File: config.mk
export PLATFORM = sky130hd
export DESIGN_NAME = iir_tdm_df2_flat
export DESIGN_NICKNAME = d
export VERILOG_FILES = /design/src/rtl/iir_tdm_pkg.sv /design/src/rtl/iir_tdm_df2_if.sv /design/src/rtl/iir_state_rf.sv /design/src/rtl/iir_tdm_df2.sv /design/src/flat_wrapper.sv
export SDC_FILE = /design/constraint.sdc
export NUM_CORES = 2
export LEC_CHECK = 0
export ABC_AREA = 0
export CORE_MARGIN = 8
export CORE_UTILIZATION = 55
export DETAILED_ROUTE_END_ITERATION = 16
export GPL_ROUTABILITY_DRIVEN = 0
export PLACE_DENSITY = 0.77
export REMOVE_ABC_BUFFERS = 1
export SLEW_MARGIN = 5
export SYNTH_ARGS = -nofsm -noshare
export SYNTH_HDL_FRONTEND = slang
export SYNTH_HIERARCHICAL = 1
export SYNTH_SLANG_ARGS = --single-unit
File: constraint.sdc
create_clock -name CLK -period 11.3 [get_ports CLK]
set_clock_uncertainty 0.1 [all_clocks]
set_input_delay 1.13 -clock CLK [delete_from_list [all_inputs] [get_ports CLK]]
set_output_delay 1.13 -clock CLK [all_outputs]
set_load 0.005 [all_outputs]
File: src/rtl/iir_tdm_pkg.sv
// Shared constants, types and fixed-point helpers for the time-multiplexed DF-II IIR.
// IIR_SATURATE_EN selects saturating narrowing; when undefined results wrap (two's complement).
package iir_tdm_pkg;

   localparam int W_DEFAULT    = 14;
   localparam int N_CH_DEFAULT = 4;
   localparam int WIDE         = 64;

   // Wide intermediate wide enough for any W up to 31 without loss.
   typedef logic signed [WIDE-1:0]      wide_t;
   typedef logic signed [W_DEFAULT-1:0] state_t;

   function automatic int ch_width(input int n);
      return (n > 1) ? $clog2(n) : 1;
   endfunction

   // Signed Q1.(w-1) multiply; the arithmetic shift floors toward minus infinity.
   function automatic wide_t qmul(input wide_t a, input wide_t b, input int w);
      return (a * b) >>> (w - 1);
   endfunction

   function automatic wide_t narrow(input wide_t v, input int w);
`ifdef IIR_SATURATE_EN
      wide_t hi;
      wide_t lo;
      hi = (wide_t'(1) <<< (w - 1)) - wide_t'(1);
      lo = -(wide_t'(1) <<< (w - 1));
      if (v > hi) return hi;
      if (v < lo) return lo;
      return v;
`else
      // Keep the low w bits and sign-extend them back to full width.
      return (v <<< (WIDE - w)) >>> (WIDE - w);
`endif
   endfunction

endpackage

File: src/rtl/iir_tdm_df2_if.sv
// Sample-stream interface of the TDM IIR: tagged input samples, shared coefficients, tagged outputs.
interface iir_tdm_df2_if import iir_tdm_pkg::*; #(
   parameter int W    = W_DEFAULT,
   parameter int N_CH = N_CH_DEFAULT
) ();

   localparam int CW = ch_width(N_CH);

   logic                VIN;
   logic signed [W-1:0] DIN;
   logic [CW-1:0]       CH_IN;
   logic                CLR;
   logic signed [W-1:0] B0;
   logic signed [W-1:0] B1;
   logic signed [W-1:0] A1;
   logic signed [W-1:0] DOUT;
   logic                VOUT;
   logic [CW-1:0]       CH_OUT;

   // Source/sink side of the filter.
   modport master (
      output VIN, DIN, CH_IN, CLR, B0, B1, A1,
      input  DOUT, VOUT, CH_OUT
   );

   // Filter side.
   modport slave (
      input  VIN, DIN, CH_IN, CLR, B0, B1, A1,
      output DOUT, VOUT, CH_OUT
   );

endinterface

File: src/rtl/iir_state_rf.sv
// Per-channel DF-II state register file: one combinational read port, one write port, clear-all.
module iir_state_rf import iir_tdm_pkg::*; #(
   parameter  int W    = W_DEFAULT,
   parameter  int N_CH = N_CH_DEFAULT,
   localparam int CW   = ch_width(N_CH)
) (
   input  logic                clk,
   input  logic                rst_n,
   input  logic                clr,
   input  logic                we,
   input  logic [CW-1:0]       waddr,
   input  logic signed [W-1:0] wdata,
   input  logic [CW-1:0]       raddr,
   output logic signed [W-1:0] rdata
);

   logic signed [W-1:0] mem [N_CH];

   // NOTE: this storage is reset because every channel state must read zero after reset;
   // a plain RAM macro could not be used here for that reason.
   always_ff @(posedge clk) begin
      if (!rst_n) begin
         for (int c = 0; c < N_CH; c++) mem[c] <= '0;
      end else begin
         for (int c = 0; c < N_CH; c++) begin
            // The write of the sample in flight takes priority over clear-all on its own entry.
            if (we && (int'(waddr) == c)) mem[c] <= wdata;
            else if (clr)                 mem[c] <= '0;
         end
      end
   end

   // NOTE: rdata gets a default first so no path through this block can infer a latch.
   always_comb begin
      rdata = '0;
      if (int'(raddr) < N_CH) rdata = mem[raddr];
   end

endmodule

File: src/rtl/iir_tdm_df2.sv
// First-order direct-form-II IIR time-multiplexed over N_CH channels; 2-cycle latency, 1 sample/cycle.
// Overflow handling selected by IIR_SATURATE_EN (saturate) or its absence (wrap).
module iir_tdm_df2 import iir_tdm_pkg::*; #(
   parameter int W    = W_DEFAULT,
   parameter int N_CH = N_CH_DEFAULT
) (
   input  logic          CLK,
   input  logic          RST_n,
   iir_tdm_df2_if.slave  bus
);

   localparam int CW = ch_width(N_CH);

   logic                in_ok;
   logic signed [W-1:0] rd_w;
   logic signed [W-1:0] wp;
   logic signed [W-1:0] w_new;
   logic signed [W-1:0] y_new;
   wide_t               w_sum;
   wide_t               y_acc;

   logic                s1_valid;
   logic signed [W-1:0] s1_w;
   logic signed [W-1:0] s1_wp;
   logic [CW-1:0]       s1_ch;

   iir_state_rf #(.W(W), .N_CH(N_CH)) u_rf (
      .clk   (CLK),
      .rst_n (RST_n),
      .clr   (bus.CLR),
      .we    (in_ok),
      .waddr (bus.CH_IN),
      .wdata (w_new),
      .raddr (bus.CH_IN),
      .rdata (rd_w)
   );

   always_comb begin
      in_ok = bus.VIN && (int'(bus.CH_IN) < N_CH);
      // A sample arriving with CLR sees its channel already cleared.
      wp    = bus.CLR ? '0 : rd_w;
      w_sum = wide_t'(bus.DIN) - qmul(wide_t'(bus.A1), wide_t'(wp), W);
      w_new = W'(narrow(w_sum, W));
      // Sum both products before the shift so the floor applies once to the total.
      y_acc = wide_t'(bus.B0) * wide_t'(s1_w) + wide_t'(bus.B1) * wide_t'(s1_wp);
      y_new = W'(narrow(y_acc >>> (W - 1), W));
   end

   // NOTE: sequential state uses non-blocking assignments so every register samples
   // pre-edge values regardless of statement order.
   always_ff @(posedge CLK) begin
      if (!RST_n) begin
         s1_valid   <= 1'b0;
         s1_w       <= '0;
         s1_wp      <= '0;
         s1_ch      <= '0;
         bus.DOUT   <= '0;
         bus.VOUT   <= 1'b0;
         bus.CH_OUT <= '0;
      end else begin
         s1_valid <= in_ok;
         if (in_ok) begin
            s1_w  <= w_new;
            s1_wp <= wp;
            s1_ch <= bus.CH_IN;
         end
         bus.VOUT <= s1_valid;
         // DOUT and CH_OUT hold their last value while no sample emerges.
         if (s1_valid) begin
            bus.DOUT   <= y_new;
            bus.CH_OUT <= s1_ch;
         end
      end
   end

endmodule

File: src/flat_wrapper.sv
// flat-port wrapper written by rule: the top's interface ports become plain ports
module iir_tdm_df2_flat import iir_tdm_pkg::*;
#(
   parameter int W    = W_DEFAULT,
   parameter int N_CH = N_CH_DEFAULT
)
  (CLK, RST_n, bus_VIN, bus_DIN, bus_CH_IN, bus_CLR, bus_B0, bus_B1, bus_A1, bus_DOUT, bus_VOUT, bus_CH_OUT);
  iir_tdm_df2_if #(.W(W), .N_CH(N_CH)) bus_i ();
  input  logic CLK;
  input  logic RST_n;
  input wire logic [$bits(bus_i.VIN)-1:0] bus_VIN;
  input wire logic [$bits(bus_i.DIN)-1:0] bus_DIN;
  input wire logic [$bits(bus_i.CH_IN)-1:0] bus_CH_IN;
  input wire logic [$bits(bus_i.CLR)-1:0] bus_CLR;
  input wire logic [$bits(bus_i.B0)-1:0] bus_B0;
  input wire logic [$bits(bus_i.B1)-1:0] bus_B1;
  input wire logic [$bits(bus_i.A1)-1:0] bus_A1;
  output wire logic [$bits(bus_i.DOUT)-1:0] bus_DOUT;
  output wire logic [$bits(bus_i.VOUT)-1:0] bus_VOUT;
  output wire logic [$bits(bus_i.CH_OUT)-1:0] bus_CH_OUT;
  assign bus_i.VIN = bus_VIN;
  assign bus_i.DIN = bus_DIN;
  assign bus_i.CH_IN = bus_CH_IN;
  assign bus_i.CLR = bus_CLR;
  assign bus_i.B0 = bus_B0;
  assign bus_i.B1 = bus_B1;
  assign bus_i.A1 = bus_A1;
  assign bus_DOUT = bus_i.DOUT;
  assign bus_VOUT = bus_i.VOUT;
  assign bus_CH_OUT = bus_i.CH_OUT;
  iir_tdm_df2 #(.W(W), .N_CH(N_CH)) u_core (.CLK(CLK), .RST_n(RST_n), .bus(bus_i));
endmodule
==> results.py <==
metrics = {
    "sta": {
        "slew_violations": 0,
        "period_share": 0.941,
        "finalHoldViolCount": 0,
        "slew_headroom": 0.172,
        "max_freq_ghz": 0.0940,
        "setup_viol": 0,
        "whs_ps": 378,
        "finalCriticalPeriod_ps": 10640,
        "fin_tns_setup_ps": 0,
        "rsz0062_at_grt": "no",
        "worst_pin_slew_ps": 1240,
    },
    "clock_tree": {
        "cts_tree": "built",
        "cts_resized": 0,
        "root_buffer": "clkbuf_16",
        "insertion_delay_ps": 370,
        "cts_buffer_depth": 2,
        "postCtsSetupBuffers": 0,
        "clkSinkCount": 104,
        "cts_buffers": 9,
        "cts_max_level": 3,
        "ctsHoldBuffers": 0,
        "clkTransAtPathRegs_ps": 80,
    },
    "yosys": {
        "synth.distinct_cells": 59,
        "yosys_warnings": 6,
        "synth_flop_cell": "edfxtp_1",
        "synth_edf_count": 56,
        "synthCells": 2668,
        "synth_area_per_cell_sq_um": 9.85,
        "async_flop_share": 0,
        "yosysSeqAreaShare": 0.101,
        "synth_area_sq_um": 26300,
        "ys_seq_elements": 104,
    },
    "place": {
        "dp_hpwl_microns": 51400,
        "portBuffers": 78,
        "dp_cells": 3282,
    },
    "setup_path": {
        "path_max_fanout": 16,
        "slowest_delay_ps": 960,
        "critPathRequiredTime_ps": 11330,
        "worstSetupStartpoint": "bus_CH_IN[0]",
        "crit_path_end_kind": "flop",
        "arrival_ps": 10660,
        "reg2reg_depth": 33,
        "endpoint": "u_core/u_rf/mem[2][13]",
        "regToRegSetupSlack_ps": 2160,
        "timing.rr.start": "u_core/u_rf/mem[2][0]",
        "worstSetupPathType": "input port to flop",
        "cp_slowest_cell": "nor2b_1",
        "rr_endpoint": "u_core/u_rf/mem[2][13]",
        "startpoint_type": "input port",
    },
    "cells_and_area": {
        "layout.cells.non_filler": 3299,
        "layout_commonest_cell": "inv_1",
        "drive_above_1_share": 0.0242,
        "seqCellArea_sq_um": 2640,
        "multi_input_area_sq_um": 20800,
        "fin_nets": 3554,
        "fill_cells": 3890,
        "final_cell_mix": "inv_1 (649), fa_1 (620), nand2_1 (333), and2_1 (280), ha_1 (194)",
        "syn2layout_area_growth_pct": 6.11,
    },
    "die": {
        "design.die.area_sq_um": 55000,
        "io_pins": 79,
        "coreArea_sq_um": 47400,
        "start_util": 0.554,
        "rows": 80,
        "fp.dieW_microns": 235,
        "die_h_microns": 235,
    },
    "routing": {
        "ant_nets": 0,
        "num_vias": 17600,
        "via_per_inst": 5.34,
        "wl_per_cell_microns": 18.6,
        "drt_iter0_markers": 827,
        "drt_first_pass_iters": 5,
        "drc": 0,
        "wirelength_microns": 61400,
    },
    "run": {
        "cap_violations": 0,
    },
    "run_status": {
        "status": "complete, no violations",
    },
    "global_routing": {
        "track_usage": 0.239,
        "grt_pass1_vias": 20100,
        "antenna_found_initial": 2,
        "overflow": 0,
        "grt_max_degree": 54,
        "grt_pass1_wl_microns": 103000,
    },
    "hold_path": {
        "hp-start": "u_core/bus.DOUT[12]",
        "hp-class": "flop to flop",
    },
}
## layer usage
metal / GRT usage / wire (microns) / vias to the layer above
met2: 0.435 / 32000 / 583
met5: 0 / 0 / -
li1: - / - / 7822
met4: 0.0786 / 1920 / 0
met3: 0.0271 / 3560 / 130
met1: 0.293 / 23900 / 9094
## area by class of cell
class                           instances  share of cell area
Clock buffer                            9             0.00808
Antenna cell                            1           0.0000898
Sequential cell                       104              0.0948
Inverter                              650              0.0875
Multi-Input combinational cell       1812               0.745
Clock inverter                          7             0.00260
Timing Repair Buffer                  101              0.0338
Tap cell                              615              0.0276
## worst max-delay path, delay by kind of cell
kind | cells | cell delay, ps
AO/OA/AOI/OAI | 10 | 2520
multiplexers | 1 | 250
AND/OR/NAND/NOR | 6 | 1710
XOR/XNOR | 1 | 480
adder cells (fa/ha/maj) | 8 | 3170
buffers and inverters | 7 | 1370
## worst min path at each step
stage | cells past startpoint | to | slack (ps)
3_5_place_dp | 2 | u_core/bus.DOUT[12] | 370
5_1_grt | 1 | u_core/bus.DOUT[7] | 430
2_1_floorplan | 2 | u_core/bus.DOUT[12] | 360
6_report | 2 | u_core/bus.DOUT[12] | 380
3_3_place_gp | 2 | u_core/bus.DOUT[12] | 360
4_1_cts | 2 | u_core/bus.DOUT[12] | 380
## cells in the mapped netlist, drive strengths merged (2+ instances only)
master	n	share of area
nor3	7	0.0013
and4	4	0.0014
o31ai	3	0.00086
nor2	40	0.0057
a211oi	2	0.00057
o21ai	23	0.0044
nand3b	2	0.00057
dfxtp	48	0.037
o41ai	3	0.0013
a21o	9	0.0026
o211a	3	0.0011
nor2b	57	0.014
and2	281	0.067
nand4	3	0.00071
a211o	2	0.00067
o211ai	4	0.0013
xnor2	57	0.019
edfxtp	56	0.064
xor2	16	0.0053
o22ai	3	0.00071
o21bai	5	0.0014
mux2i	37	0.014
nand2	333	0.048
ha	194	0.092
o2111ai	3	0.0010
nand2b	21	0.0050
buf	6	0.0018
a21boi	2	0.00057
mux4	14	0.013
fa	620	0.47
inv	649	0.093
nand3	9	0.0017
o21a	3	0.00086
a21oi	31	0.0059
clkbuf	96	0.014
or2	7	0.0017
and4b	2	0.00076
## flip-flops by register name (all words and copies together), names as in the netlist
| signal | count |
|---|---|
| u_core/bus.CH_OUT | 2 |
| u_core/bus.DOUT | 14 |
| u_core/bus.VOUT | 1 |
| u_core/s1_ch | 2 |
| u_core/s1_valid | 1 |
| u_core/s1_w | 14 |
| u_core/s1_wp | 14 |
| u_core/u_rf/mem | 56 |
## stage by stage
stage | setup slack [ps] | cell area, sq um | utilization
finish | 664 | 27900 | 0.588
global route | 204 | 27900 | 0.588
CTS | 806 | 27900 | 0.588
detailed placement | 410 | 27600 | 0.581
global placement | 620 | 27600 | 0.581
floorplan | 2490 | 25900 | -
## logic make-up after synthesis
logic type	count (synthesis)	share of synthesized area
xor+xnor	74	0.0252
compound gates	103	0.0261
simple gates	770	0.148
mux	51	0.0267
flops	104	0.101
buf+inv	752	0.108
fa+ha+maj	814	0.565
Power is not shown: default switching activity piles up to over one toggle a cycle in this logic, so the estimate is an artifact.
